===== src/rtl/uart_rx_fifo_if.sv =====
// uart_rx_fifo_if: bus between the UART wrapper / CPU side and the receive FIFO.
//   master: drives rx_data, rx_data_wr, rd_en, ovf_clr; observes rd_data, empty, full, count, overflow
//   slave : the FIFO itself (opposite directions)
//   line_rdy exists only when UART_RX_FIFO_LF_EN is defined.
interface uart_rx_fifo_if #(parameter int DEPTH = 16);
   localparam int AW = $clog2(DEPTH);
   logic [7:0]  rx_data;
   logic        rx_data_wr;
   logic        rd_en;
   logic        ovf_clr;
   logic [7:0]  rd_data;
   logic        empty;
   logic        full;
   logic [AW:0] count;
   logic        overflow;
`ifdef UART_RX_FIFO_LF_EN
   logic        line_rdy;
   modport master (output rx_data, rx_data_wr, rd_en, ovf_clr,
                   input  rd_data, empty, full, count, overflow, line_rdy);
   modport slave  (input  rx_data, rx_data_wr, rd_en, ovf_clr,
                   output rd_data, empty, full, count, overflow, line_rdy);
`else
   modport master (output rx_data, rx_data_wr, rd_en, ovf_clr,
                   input  rd_data, empty, full, count, overflow);
   modport slave  (input  rx_data, rx_data_wr, rd_en, ovf_clr,
                   output rd_data, empty, full, count, overflow);
`endif
endinterface


===== src/rtl/uart_rx_fifo.sv =====
// uart_rx_fifo: FWFT receive byte FIFO with fill level and sticky overflow.
//   sys_clk, rst_n (async, active-low); bus: uart_rx_fifo_if.slave
//   Optional UART_RX_FIFO_LF_EN: counts buffered 8'h0A bytes and drives bus.line_rdy.
module uart_rx_fifo #(
   parameter int DEPTH = 16
) (
   input logic            sys_clk,
   input logic            rst_n,
   uart_rx_fifo_if.slave  bus
);
   localparam int AW = $clog2(DEPTH);
   logic [7:0]    mem [DEPTH];
   logic [AW-1:0] wr_ptr, rd_ptr;
   logic [AW:0]   cnt;
   logic          ovf;
   logic          empty_i, full_i, push_ok, pop_ok;
   assign empty_i = cnt == '0;
   assign full_i  = cnt == (AW+1)'(DEPTH);
   assign pop_ok  = bus.rd_en & ~empty_i;
   // a full FIFO still accepts a push when a pop frees a slot in the same cycle
   assign push_ok = bus.rx_data_wr & (~full_i | pop_ok);
   always_ff @(posedge sys_clk)
      if (push_ok) mem[wr_ptr] <= bus.rx_data;
   always_ff @(posedge sys_clk or negedge rst_n)
      if (!rst_n) begin
         wr_ptr <= '0;
         rd_ptr <= '0;
         cnt    <= '0;
         ovf    <= 1'b0;
      end else begin
         if (push_ok) wr_ptr <= wr_ptr + 1'b1;
         if (pop_ok) rd_ptr <= rd_ptr + 1'b1;
         if (push_ok != pop_ok) cnt <= push_ok ? cnt + 1'b1 : cnt - 1'b1;
         if (bus.rx_data_wr & ~push_ok) ovf <= 1'b1;
         else if (bus.ovf_clr) ovf <= 1'b0;
      end
   // storage is not reset, so mask the head while empty to give 8'h00 out of reset
   assign bus.rd_data  = empty_i ? 8'h00 : mem[rd_ptr];
   assign bus.empty    = empty_i;
   assign bus.full     = full_i;
   assign bus.count    = cnt;
   assign bus.overflow = ovf;
`ifdef UART_RX_FIFO_LF_EN
   logic [AW:0] lf_cnt;
   logic        push_lf, pop_lf;
   assign push_lf = push_ok & (bus.rx_data == 8'h0A);
   assign pop_lf  = pop_ok & (bus.rd_data == 8'h0A);
   always_ff @(posedge sys_clk or negedge rst_n)
      if (!rst_n) lf_cnt <= '0;
      else if (push_lf != pop_lf) lf_cnt <= push_lf ? lf_cnt + 1'b1 : lf_cnt - 1'b1;
   assign bus.line_rdy = lf_cnt != '0;
`endif
endmodule


===== src/flat_wrapper.sv =====
// flat-port wrapper written by rule: the top's interface ports become plain ports
module uart_rx_fifo_flat 
#(
   parameter int DEPTH = 16
)
  (sys_clk, rst_n, bus_rx_data, bus_rx_data_wr, bus_rd_en, bus_ovf_clr, bus_rd_data, bus_empty, bus_full, bus_count, bus_overflow);
  uart_rx_fifo_if #(.DEPTH(DEPTH)) bus_i ();
  input logic sys_clk;
  input logic rst_n;
  input wire logic [$bits(bus_i.rx_data)-1:0] bus_rx_data;
  input wire logic [$bits(bus_i.rx_data_wr)-1:0] bus_rx_data_wr;
  input wire logic [$bits(bus_i.rd_en)-1:0] bus_rd_en;
  input wire logic [$bits(bus_i.ovf_clr)-1:0] bus_ovf_clr;
  output wire logic [$bits(bus_i.rd_data)-1:0] bus_rd_data;
  output wire logic [$bits(bus_i.empty)-1:0] bus_empty;
  output wire logic [$bits(bus_i.full)-1:0] bus_full;
  output wire logic [$bits(bus_i.count)-1:0] bus_count;
  output wire logic [$bits(bus_i.overflow)-1:0] bus_overflow;
  assign bus_i.rx_data = bus_rx_data;
  assign bus_i.rx_data_wr = bus_rx_data_wr;
  assign bus_i.rd_en = bus_rd_en;
  assign bus_i.ovf_clr = bus_ovf_clr;
  assign bus_rd_data = bus_i.rd_data;
  assign bus_empty = bus_i.empty;
  assign bus_full = bus_i.full;
  assign bus_count = bus_i.count;
  assign bus_overflow = bus_i.overflow;
  uart_rx_fifo #(.DEPTH(DEPTH)) u_core (.sys_clk(sys_clk), .rst_n(rst_n), .bus(bus_i));
endmodule

===== config.mk =====
export PLATFORM = sky130hd
export DESIGN_NAME = uart_rx_fifo_flat
export DESIGN_NICKNAME = d
export VERILOG_FILES = /design/src/rtl/uart_rx_fifo_if.sv /design/src/rtl/uart_rx_fifo.sv /design/src/flat_wrapper.sv
export SDC_FILE = /design/constraint.sdc
export NUM_CORES = 1
export LEC_CHECK = 0
export CORE_ASPECT_RATIO = 1.75
export CORE_MARGIN = 10
export CORE_UTILIZATION = 45
export CTS_BUF_LIST = sky130_fd_sc_hd__clkbuf_8 sky130_fd_sc_hd__clkbuf_16
export DETAILED_ROUTE_END_ITERATION = 12
export GPL_ROUTABILITY_DRIVEN = 1
export PLACE_DENSITY = 0.73
export SETUP_SLACK_MARGIN = 0.15
export SLEW_MARGIN = 25
export SYNTH_ARGS = -nofsm -noshare
export SYNTH_HDL_FRONTEND = slang
export SYNTH_SLANG_ARGS = --single-unit

===== constraint.sdc =====
create_clock -name sys_clk -period 2.8 [get_ports sys_clk]
set_input_delay 0.56 -clock sys_clk [delete_from_list [all_inputs] [get_ports sys_clk]]
set_output_delay 0.56 -clock sys_clk [all_outputs]
set_load 0.1 [all_outputs]

==> results of run 1 <==
[stage by stage]
step                std cells  setup slack, ns  hold slack [ns]
detailed placement        494           0.0785            0.494
CTS                       530          -0.0684            0.507
floorplan                 300            0.156            0.264
global route              530           -0.107            0.524
finish                    530          -0.0415            0.505
global placement          494            0.142            0.485
[worst register-to-register path: stages, from the launching register on]
cell     delay [ns]
dfrtp_2        0.47
nor4_4         0.38
a31oi_2        0.16
inv_2          0.18
ha_1           0.26
a21o_2         0.20
a21oi_1        0.17
xnor2_1        0.08
mux2_1         0.28
[layer usage]
metal,GRT usage,vias up,part of all wire
met5,0,-,0
met4,0.0574,0,0.024
met3,0.0371,15,0.040
met2,0.240,71,0.58
met1,0.133,1486,0.36
li1,-,1312,-
[worst min-delay path by stage]
stage	end	slack (ns)	cells past startpoint
after floorplan	u_core.bus.count[0]	0.26	0
after global placement	u_core.bus.overflow	0.49	1
after detailed placement	u_core.bus.overflow	0.49	1
after CTS	u_core.bus.overflow	0.51	1
after global routing	u_core.bus.overflow	0.52	1
final	u_core.bus.overflow	0.50	1
[placed cells by master (no fill, tap or decap), types with 2 or more instances in the layout]
cell	Yosys	routed
clkinv_2	0	4
bufinv_16	0	4
mux2_4	0	6
ha_1	8	8
clkbuf_16	0	17
nand3_1	7	7
a21oi_1	11	3
a21oi_4	0	8
o21ai_2	0	5
and3_1	4	4
xor2_1	2	2
dfrtp_2	0	6
and2_1	9	9
nand2_1	4	3
buf_4	1	18
clkdlybuf4s50_1	0	12
xnor2_1	7	7
mux2_1	3	3
mux2_2	9	3
buf_12	0	13
dfrtp_1	14	8
mux2i_2	0	2
inv_1	7	7
o21ai_4	0	3
nor2_1	8	7
clkinv_4	0	4
mux4_2	32	32
edfxtp_1	128	128
mux2i_1	9	6
[logic make-up after synthesis]
| group | Yosys count |
|---|---|
| buffers and inverters | 22 |
| AOI/OAI and AO/OA | 28 |
| DFF | 142 |
| adders and majority gates | 9 |
| muxes | 53 |
| and+or+nand+nor | 37 |
| xor gates and xnor gates | 9 |
[state kept, by name, summed over array words and instances, names as in the netlist]
name / count
u_core.mem: 128
u_core.bus.count: 5
u_core.rd_ptr: 4
u_core.wr_ptr: 4
u_core.bus.overflow: 1
[timing repair]
item / in CTS / in global routing
pin swaps: 3 / 1
gates resized for setup: 21 / 9
setup endpoints to repair: 8 / 9
setup buffers: 3 / 0
gates cloned: 2 / 0
hold buffers: 0 / 0
hold endpoints to repair: 0 / 0
[area by class of cell]
class / count / area (um2)
repair buffers: 45 / 576
clock inverters: 14 / 194
clock buffers: 17 / 425
flip-flops and latches: 142 / 4200
inverters: 8 / 30.0
fillers: 952 / 5210
multi-input cells: 136 / 1720
well taps: 168 / 210
==> results by group, run 1 <==
Run status
  – Outcome: finished, violations left
  – Violated checks: negative setup slack

Clock tree
  – CTS root buffer: clkbuf_16
  – H-tree depth: 4
  – Inserted Clock Buffers: 17
  – CTS tree: yes
  – Clock sink count: 142
  – Clk slew on worst S/H paths: 0.06 ns
  – Clock Tree Buf Depth: 2
  – Worst-Skew Late Latency: 0.41 ns

Route
  – Via count: 2884
  – 1st-pass router iterations: 4
  – Routed len/inst: 21.1 um
  – Mean number of vias per cell: 5.44
  – Final wirelength: 11.2 mm
  – DRC: 0
  – Routed Antenna Nets: 0
  – Drt initial violations: 188

Synth
  – Adder-cell share of the synthesized area: 0.0206
  – Seq cells post-synth: 142
  – Synth Area in Simple Gates: 0.0350
  – Top-area cell type share of the netlist area: 0.660
  – Yosys warning total: 0
  – Post-Synth XOR/XNOR Area: 0.0135
  – Post-synthesis sequential area ratio: 0.720
  – Count leader, synth: edfxtp_1
  – Syn_area_per_cell: 19.4 um2
  – Async SR Flop Fraction: 0.0986
  – Number of enable flip-flop cells after synthesis: 128
  – Mux cell area share after synthesis: 0.162
  – Synth area leaders: edfxtp_1, mux4_2, dfrtp_1, mux2_2, ha_1
  – Post-synthesis cell type count: 36
  – Compound-cell area share of the yosys netlist: 0.0301
  – Synthesized instance count: 300
  – Post-Syn Nets: 322
  – Largest family of logic cells by synthesized area: multiplexers
  – Top_reg_cell synth: edfxtp_1
  – Yosys top cell by area: edfxtp_1
  – Mapped Area: 5820 um2
  – Top post-synthesis cells by count: edfxtp_1, mux4_2, dfrtp_1

STA
  – Setup TNS: -0.169 ns
  – Final worst slack: -0.0415 ns
  – Fin. Hold Viols: 0
  – Final setup vio count: 7
  – Slew margin rel.: 0.572
  – Max Slew Vio Count: 0
  – Fin crit period: 2.84 ns
  – Slew @ Worst Pin: 0.640 ns
  – Final period util: 1.01
  – RSZ-0062 raised after global routing: yes
  – Setup Skew: 0.00671 ns
  – Fmax: 352 MHz

GRT
  – Overall routing resource usage: 0.130
  – First-pass GRT wire length: 17.7 mm
  – Vias in the first global route: 3139
  – Gr ovfl total: 0
  – Initial antenna violation count: 0
  – Largest net degree at the start of global routing: 28

Floorplan
  – Die area: 18100 um2
  – # IOs: 29
  – Core box area: 12600 um2
  – Row cnt: 54
  – Starting Density: 0.463
  – Die X: 106 um
  – Die Ht: 170 um

Setup path
  – Crit path depth: 7
  – CP Launch Type: register
  – CP bufs+invs: 3
  – CP max stage delay: 0.53 ns
  – R2R Path Start: u_core.bus.count[0]
  – Crit path capture: bus_rd_data[6]
  – Worst setup startpoint: u_core.rd_ptr[1]
  – Critical setup path kind: register to output pin
  – CP Max Fanout: 8
  – Worst R2R Setup Slack: 0.50 ns
  – R2R depth: 8
  – CP max-delay cell: mux4_2
  – CP top delay family: multiplexers
  – CP Capture Type: output pin
  – Worst-path cell chain: buf_12, buf_16, mux4_2, mux2_4, o21ai_4, a21oi_4, buf_12
  – Critical Path RT: 2.24 ns
  – Cell mode on critical path: buf_12
  – RR Endpoint: u_core.bus.count[3]
  – CP arrival: 2.28 ns

Cells and area
  – Design area: 7360 um2
  – N_diodes: 0
  – # nets final: 372
  – Final Util: 0.586
  – P&R area growth vs syn: 26.4%
  – Ratio of cells with drive above 1 in the final layout: 0.381

Place
  – Gpl congestion: 0.813
  – Placed instance area: 6540 um2
  – Port bufs: 28
  – Dpl hpwl: 7.35 mm

Job
  – Max-capacitance violation count: 0

Worst hold path
  – Worst hold start: u_core.bus.overflow
  – Worst hold path type: register to register
Power of run 1 is left out: the tool's default activity adds up to more than one toggle a clock period on the data nets, which glitch-free logic cannot reach.
==> inputs of run 2 (changes only) <==
--- a/config.mk
+++ b/config.mk
@@ -5,7 +5,7 @@
 export SDC_FILE = /design/constraint.sdc
 export NUM_CORES = 1
 export LEC_CHECK = 0
-export CORE_ASPECT_RATIO = 1.75
+export CORE_ASPECT_RATIO = 2
 export CORE_MARGIN = 10
 export CORE_UTILIZATION = 45
 export CTS_BUF_LIST = sky130_fd_sc_hd__clkbuf_8 sky130_fd_sc_hd__clkbuf_16
==> run 2 against run 1 <==
The flow still finishes with violations (negative setup slack). Count of clock-buffer cells in the layout is the same. Cell count grew 0.38%. Clock skew grew 0.0037 ns.
==> results by group, run 2 (same netlist as run 1, synthesis figures left out) <==
Floorplan
  – Starting Density: 0.461 (was 0.463)
  – Core box area: 12600 um2 (about the same)
  – Die X: 100 um (was 106 um)
  – Die Ht: 181 um (was 170 um)
  – # IOs: 29 (unchanged)
  – Row cnt: 58 (was 54)
  – Die area: 18200 um2 (was 18100 um2)

Setup path
  – Crit path capture: bus_rd_data[6] (unchanged)
  – R2R depth: 8 (unchanged)
  – CP top delay family: multiplexers (unchanged)
  – CP Capture Type: output pin (unchanged)
  – CP Max Fanout: 10 (was 8)
  – Critical Path RT: 2.24 ns (about the same)
  – R2R Path Start: u_core.bus.count[0] (unchanged)
  – Worst-path cell chain: buf_12, buf_6, mux4_2, mux2_4, o21ai_4, a21oi_4, buf_12 (was buf_12, buf_16, mux4_2, mux2_4, o21ai_4, a21oi_4, buf_12)
  – CP max stage delay: 0.49 ns (was 0.53 ns)
  – CP max-delay cell: mux4_2 (unchanged)
  – Worst R2R Setup Slack: 0.36 ns (was 0.50 ns)
  – Critical setup path kind: register to output pin (unchanged)
  – CP arrival: 2.36 ns (was 2.28 ns)
  – RR Endpoint: u_core.bus.count[3] (unchanged)
  – Cell mode on critical path: buf_12 (unchanged)
  – Crit path depth: 7 (unchanged)
  – CP bufs+invs: 3 (unchanged)
  – CP Launch Type: register (unchanged)
  – Worst setup startpoint: u_core.rd_ptr[1] (unchanged)

Route
  – Drt initial violations: 215 (was 188)
  – Via count: 3035 (was 2884)
  – 1st-pass router iterations: 4 (unchanged)
  – Routed len/inst: 23.0 um (was 21.1 um)
  – Mean number of vias per cell: 5.70 (was 5.44)
  – Final wirelength: 12.2 mm (was 11.2 mm)
  – DRC: 0 (unchanged)
  – Routed Antenna Nets: 0 (unchanged)

Job
  – Max-capacitance violation count: 0 (unchanged)

Run status
  – Outcome: finished, violations left (unchanged)
  – Violated checks: negative setup slack (unchanged)

Clock tree
  – CTS tree: yes (unchanged)
  – H-tree depth: 4 (unchanged)
  – Clock sink count: 142 (unchanged)
  – Worst-Skew Late Latency: 0.42 ns (was 0.41 ns)
  – Clock Tree Buf Depth: 2 (unchanged)
  – Inserted Clock Buffers: 17 (unchanged)
  – CTS root buffer: clkbuf_16 (unchanged)
  – Clk slew on worst S/H paths: 0.06 ns (about the same)

GRT
  – Vias in the first global route: 3331 (was 3139)
  – Largest net degree at the start of global routing: 28 (unchanged)
  – Overall routing resource usage: 0.138 (was 0.130)
  – Initial antenna violation count: 0 (unchanged)
  – Gr ovfl total: 0 (unchanged)
  – First-pass GRT wire length: 18.7 mm (was 17.7 mm)

Cells and area
  – Largest reg by FF count: u_core.mem (unchanged)
  – Commonest non-fill, non-tap cells in the layout: edfxtp_1, buf_4, mux4_2, clkbuf_16, buf_12 (was edfxtp_1, mux4_2, buf_4, clkbuf_16, buf_12)
  – # nets final: 392 (was 372)
  – Fill count: 943 (was 952)
  – Most common cell after layout, fill and taps aside: edfxtp_1 (unchanged)
  – Reg area: 4200 um2 (unchanged)
  – N_diodes: 0 (unchanged)
  – Multi-input logic area: 1690 um2 (was 1720 um2)
  – Ratio of cells with drive above 1 in the final layout: 0.398 (was 0.381)
  – P&R area growth vs syn: 26.9% (was 26.4%)
  – Max reg flops: 128 (unchanged)

STA
  – Fmax: 343 MHz (was 352 MHz)
  – Slew @ Worst Pin: 0.695 ns (was 0.640 ns)
  – Final setup vio count: 8 (was 7)
  – Slew margin rel.: 0.535 (was 0.572)
  – Setup Skew: 0.0104 ns (was 0.00671 ns)
  – Fin crit period: 2.92 ns (was 2.84 ns)
  – Max Slew Vio Count: 0 (unchanged)
  – Fin. Hold Viols: 0 (unchanged)
  – RSZ-0062 raised after global routing: yes (unchanged)
  – Final worst slack: -0.116 ns (was -0.0415 ns)
  – Final period util: 1.04 (was 1.01)

Place
  – Dpl hpwl: 8.19 mm (was 7.35 mm)
  – Port bufs: 28 (unchanged)
  – Worst slack at placement: 0.00895 ns (was 0.0785 ns)
  – Gpl congestion: 0.785 (was 0.813)

Worst hold path
  – Worst hold start: u_core.bus.overflow (unchanged)
  – Worst hold path type: register to register (unchanged)
run 2: cell count changes in the layout (fill, tap and decap cells not counted), sizes merged:
cell	delta
buf	+21
bufbuf	-1
clkinv	-5
bufinv	-2
clkinvlp	+5
inv	+2
run 2: per-stage QoR:
step / instance area, um2 / utilization / instances / hold WS, ns / TNS [ns]
after floorplan: 5920 / - / 300 / 0.264 / 0
after global placement: 6660 / 0.527 / 495 / 0.501 / 0
after detailed placement: 6660 / 0.527 / 495 / 0.504 / 0
after CTS: 7290 / 0.577 / 528 / 0.521 / -1.08
after global routing: 7390 / 0.585 / 532 / 0.532 / -1.05
final: 7390 / 0.585 / 532 / 0.519 / -0.632
run 2: worst min-delay path by stage:
stage / end / slack [ns] / cells past startpoint
finish: u_core.bus.overflow / 0.52 / 1
global route: u_core.bus.overflow / 0.53 / 1
CTS: u_core.bus.overflow / 0.52 / 1
detailed placement: u_core.bus.overflow / 0.50 / 1
floorplan: u_core.bus.count[0] / 0.26 / 0
global placement: u_core.bus.overflow / 0.50 / 1
run 2: cell type report:
type | count | area share
flip-flops and latches | 142 | 0.569
inverters | 8 | 0.00407
well taps | 150 | 0.0254
multi-input cells | 136 | 0.229
repair buffers | 65 | 0.0959
clock buffers | 17 | 0.0576
clock inverters | 14 | 0.0196
run 2: routing by layer:
| layer | vias to the layer above | wire length [um] | track usage |
|---|---|---|---|
| met5 | - | 0 | 0 |
| met4 | 0 | 418 | 0.0824 |
| met3 | 27 | 510 | 0.0359 |
| met2 | 95 | 7130 | 0.248 |
| met1 | 1568 | 4150 | 0.134 |
| li1 | 1345 | - | - |
run 2: timing repair:
item,in CTS,in global routing
cloned,1,0
gates resized for setup,7,18
pin swaps,0,1
buffers inserted,1,4
hold buffers,0,0
setup endpoints to repair,9,9
run 2: worst register-to-register path, stage by stage (launching register included):
cell	delay [ns]
dfrtp_2	0.48
nor4_4	0.42
a31oi_2	0.16
inv_2	0.21
ha_1	0.28
a21o_2	0.21
a21oi_1	0.19
xnor2_1	0.09
mux2_1	0.28
Power of run 2 is left out for the same reason.
==> inputs of run 3 (changes only) <==
--- a/config.mk
+++ b/config.mk
@@ -6,7 +6,6 @@
 export NUM_CORES = 1
 export LEC_CHECK = 0
 export CORE_ASPECT_RATIO = 2
-export CORE_MARGIN = 10
 export CORE_UTILIZATION = 45
 export CTS_BUF_LIST = sky130_fd_sc_hd__clkbuf_8 sky130_fd_sc_hd__clkbuf_16
 export DETAILED_ROUTE_END_ITERATION = 12
==> run 3 against run 2 <==
The run still ends with negative setup slack left. Flip-flop and latch count stayed put. Non-clock buffer count fell by 2. Hold slack about the same. Clock skew is essentially flat. Cell count fell by 0.19%. Critical path type unchanged. Critical endpoint unchanged.
==> results by group, run 3 (same netlist as run 1, synthesis figures left out) <==
Run status
  – Outcome: finished, violations left (unchanged)
  – Violated checks: negative setup slack (unchanged)

Power
  – Leakage: 2.70 nW
  – P per Cell Area: 1340 nW/um2
  – Psw: 3.77 mW
  – Sequential share of power: 0.283
  – Combinational Power Share: 0.456
  – Sw Share: 0.372
  – Maximum vdd drop: 1610 uV
  – Internal power: 6.35 mW
  – Clock power share: 0.261

Route
  – Via count: 3099 (was 3035)
  – DRC: 0 (unchanged)
  – Final wirelength: 12.8 mm (was 12.2 mm)
  – Drt initial violations: 268 (was 215)
  – Mean number of vias per cell: 5.84 (was 5.70)
  – Routed len/inst: 24.1 um (was 23.0 um)
  – 1st-pass router iterations: 5 (was 4)
  – Routed Antenna Nets: 0 (unchanged)

Setup path
  – CP bufs+invs: 3 (unchanged)
  – R2R depth: 8 (unchanged)
  – CP arrival: 2.40 ns (was 2.36 ns)
  – Critical setup path kind: register to output pin (unchanged)
  – CP Max Fanout: 8 (was 10)
  – CP max-delay cell: mux4_2 (unchanged)
  – CP Capture Type: output pin (unchanged)
  – Crit path depth: 7 (unchanged)
  – Worst-path cell chain: buf_12, buf_16, mux4_2, mux2_4, o21ai_4, a21oi_4, buf_12 (was buf_12, buf_6, mux4_2, mux2_4, o21ai_4, a21oi_4, buf_12)
  – Cell mode on critical path: buf_12 (unchanged)
  – Worst R2R Setup Slack: 0.38 ns (was 0.36 ns)
  – CP Launch Type: register (unchanged)
  – Critical Path RT: 2.24 ns (about the same)
  – CP top delay family: multiplexers (unchanged)
  – CP max stage delay: 0.52 ns (was 0.49 ns)

Clock tree
  – Cts hold-fix bufs: 0 (unchanged)
  – Clk slew on worst S/H paths: 0.06 ns (about the same)
  – CTS tree: yes (unchanged)
  – H-tree depth: 4 (unchanged)
  – Clock sink count: 142 (unchanged)
  – Clock Tree Buf Depth: 2 (unchanged)
  – CTS root buffer: clkbuf_16 (unchanged)
  – Worst-Skew Late Latency: 0.42 ns (about the same)
  – Inserted Clock Buffers: 17 (unchanged)

STA
  – Max Slew Vio Count: 0 (unchanged)
  – Final period util: 1.06 (was 1.04)
  – Slew @ Worst Pin: 0.665 ns (was 0.695 ns)
  – Slew margin rel.: 0.556 (was 0.535)
  – Setup Skew: 0.0106 ns (was 0.0104 ns)
  – Fin crit period: 2.96 ns (was 2.92 ns)
  – Fmax: 338 MHz (was 343 MHz)
  – Final setup vio count: 8 (unchanged)
  – Fin. Hold Viols: 0 (unchanged)
  – Setup TNS: -1.15 ns (was -0.632 ns)
  – RSZ-0062 raised after global routing: yes (unchanged)
  – Final worst slack: -0.158 ns (was -0.116 ns)
  – Final Hold Slack: 0.519 ns (about the same)

Place
  – Worst slack at placement: 0.0858 ns (was 0.00895 ns)
  – Port bufs: 28 (unchanged)
  – Placed Cells: 492 (was 495)
  – Gpl congestion: 0.858 (was 0.785)
  – Dpl hpwl: 7.83 mm (was 8.19 mm)

Cells and area
  – Commonest non-fill, non-tap cells in the layout: edfxtp_1, mux4_2, buf_4, clkbuf_16, buf_12 (was edfxtp_1, buf_4, mux4_2, clkbuf_16, buf_12)
  – Layout Cells excl Fill: 531 (was 532)
  – Final Util: 0.599 (was 0.585)
  – N_diodes: 0 (unchanged)
  – P&R area growth vs syn: 29.9% (was 26.9%)
  – Ratio of cells with drive above 1 in the final layout: 0.394 (was 0.398)
  – Max reg flops: 128 (unchanged)
  – Most common cell after layout, fill and taps aside: edfxtp_1 (unchanged)
  – # nets final: 390 (was 392)
  – Largest reg by FF count: u_core.mem (unchanged)

GRT
  – Largest net degree at the start of global routing: 28 (unchanged)
  – Vias in the first global route: 3341 (was 3331)
  – First-pass GRT wire length: 19.4 mm (was 18.7 mm)
  – Gr ovfl total: 0 (unchanged)
  – Initial antenna violation count: 0 (unchanged)
  – Overall routing resource usage: 0.218 (was 0.138)

Worst hold path
  – Hold path cells: 1 (unchanged)
  – Worst hold path type: register to register (unchanged)

Floorplan
  – Core box area: 12600 um2 (unchanged)
  – Row cnt: 58 (unchanged)
  – Die Ht: 163 um (was 181 um)
  – Die area: 13400 um2 (was 18200 um2)
  – Starting Density: 0.461 (unchanged)
  – Die X: 82.4 um (was 100 um)
  – # IOs: 29 (unchanged)

Job
  – Max-capacitance violation count: 0 (unchanged)
run 3: power by group through the flow:
stage	clock network (mW)	registers [mW]	logic, mW
after detailed placement	0	2.86	4.24
after floorplan	0	3.04	2.73
final	2.64	2.87	4.62
after CTS	2.64	2.85	4.64
after global routing	2.73	2.89	4.84
after global placement	0	2.84	4.19
run 3: area by class of cell:
type                            count  area [um2]
Multi-Input combinational cell    136        1690
Timing Repair Buffer               63         768
Inverter                            8        30.0
Clock buffer                       17         425
Fill cell                         881        5060
Tap cell                          150         188
Clock inverter                     15         265
Sequential cell                   142        4200
run 3: metrics by stage:
step / area [um2] / power, mW
after floorplan: 5920 / 5.77
after global routing: 7560 / 10.5
after detailed placement: 6660 / 7.10
final: 7560 / 10.1
after global placement: 6660 / 7.03
after CTS: 7550 / 10.1
run 3: layer usage:
metal	wire [um]	share of wire	global-route usage
met1	4240	0.33	0.218
met2	7420	0.58	0.400
met3	495	0.039	0.0499
met4	635	0.050	0.109
met5	0	0	0
run 3: worst reg2reg max path, cell delays in order (launching register included):
cell and delay (ns):
dfrtp_2 0.48, nor4_4 0.42, a31oi_2 0.16, inv_2 0.19, ha_1 0.27, a21o_2 0.22
a21oi_1 0.19, xnor2_1 0.08, mux2_1 0.28
run 3: repair_timing:
item | CTS | global route
setup endpoints to repair | 9 | 11
cloned | 3 | 0
setup buffers | 4 | 0
resized for setup | 22 | 1
pin swaps | 1 | 0
hold endpoints to repair | 0 | 0
run 3: worst paths after layout:
| kind | start | end |
|---|---|---|
| worst min-delay path | u_core.bus.overflow | u_core.bus.overflow |
| worst max register to register | u_core.bus.count[0] | u_core.bus.count[3] |
| worst max-delay path | u_core.rd_ptr[1] | bus_rd_data[6] |
| max in group asynchronous | rst_n | u_core.bus.count[3] |
| min in group asynchronous | rst_n | u_core.bus.overflow |
| worst min register to register | u_core.bus.overflow | u_core.bus.overflow |
Power figures use the tool's default switching activity.
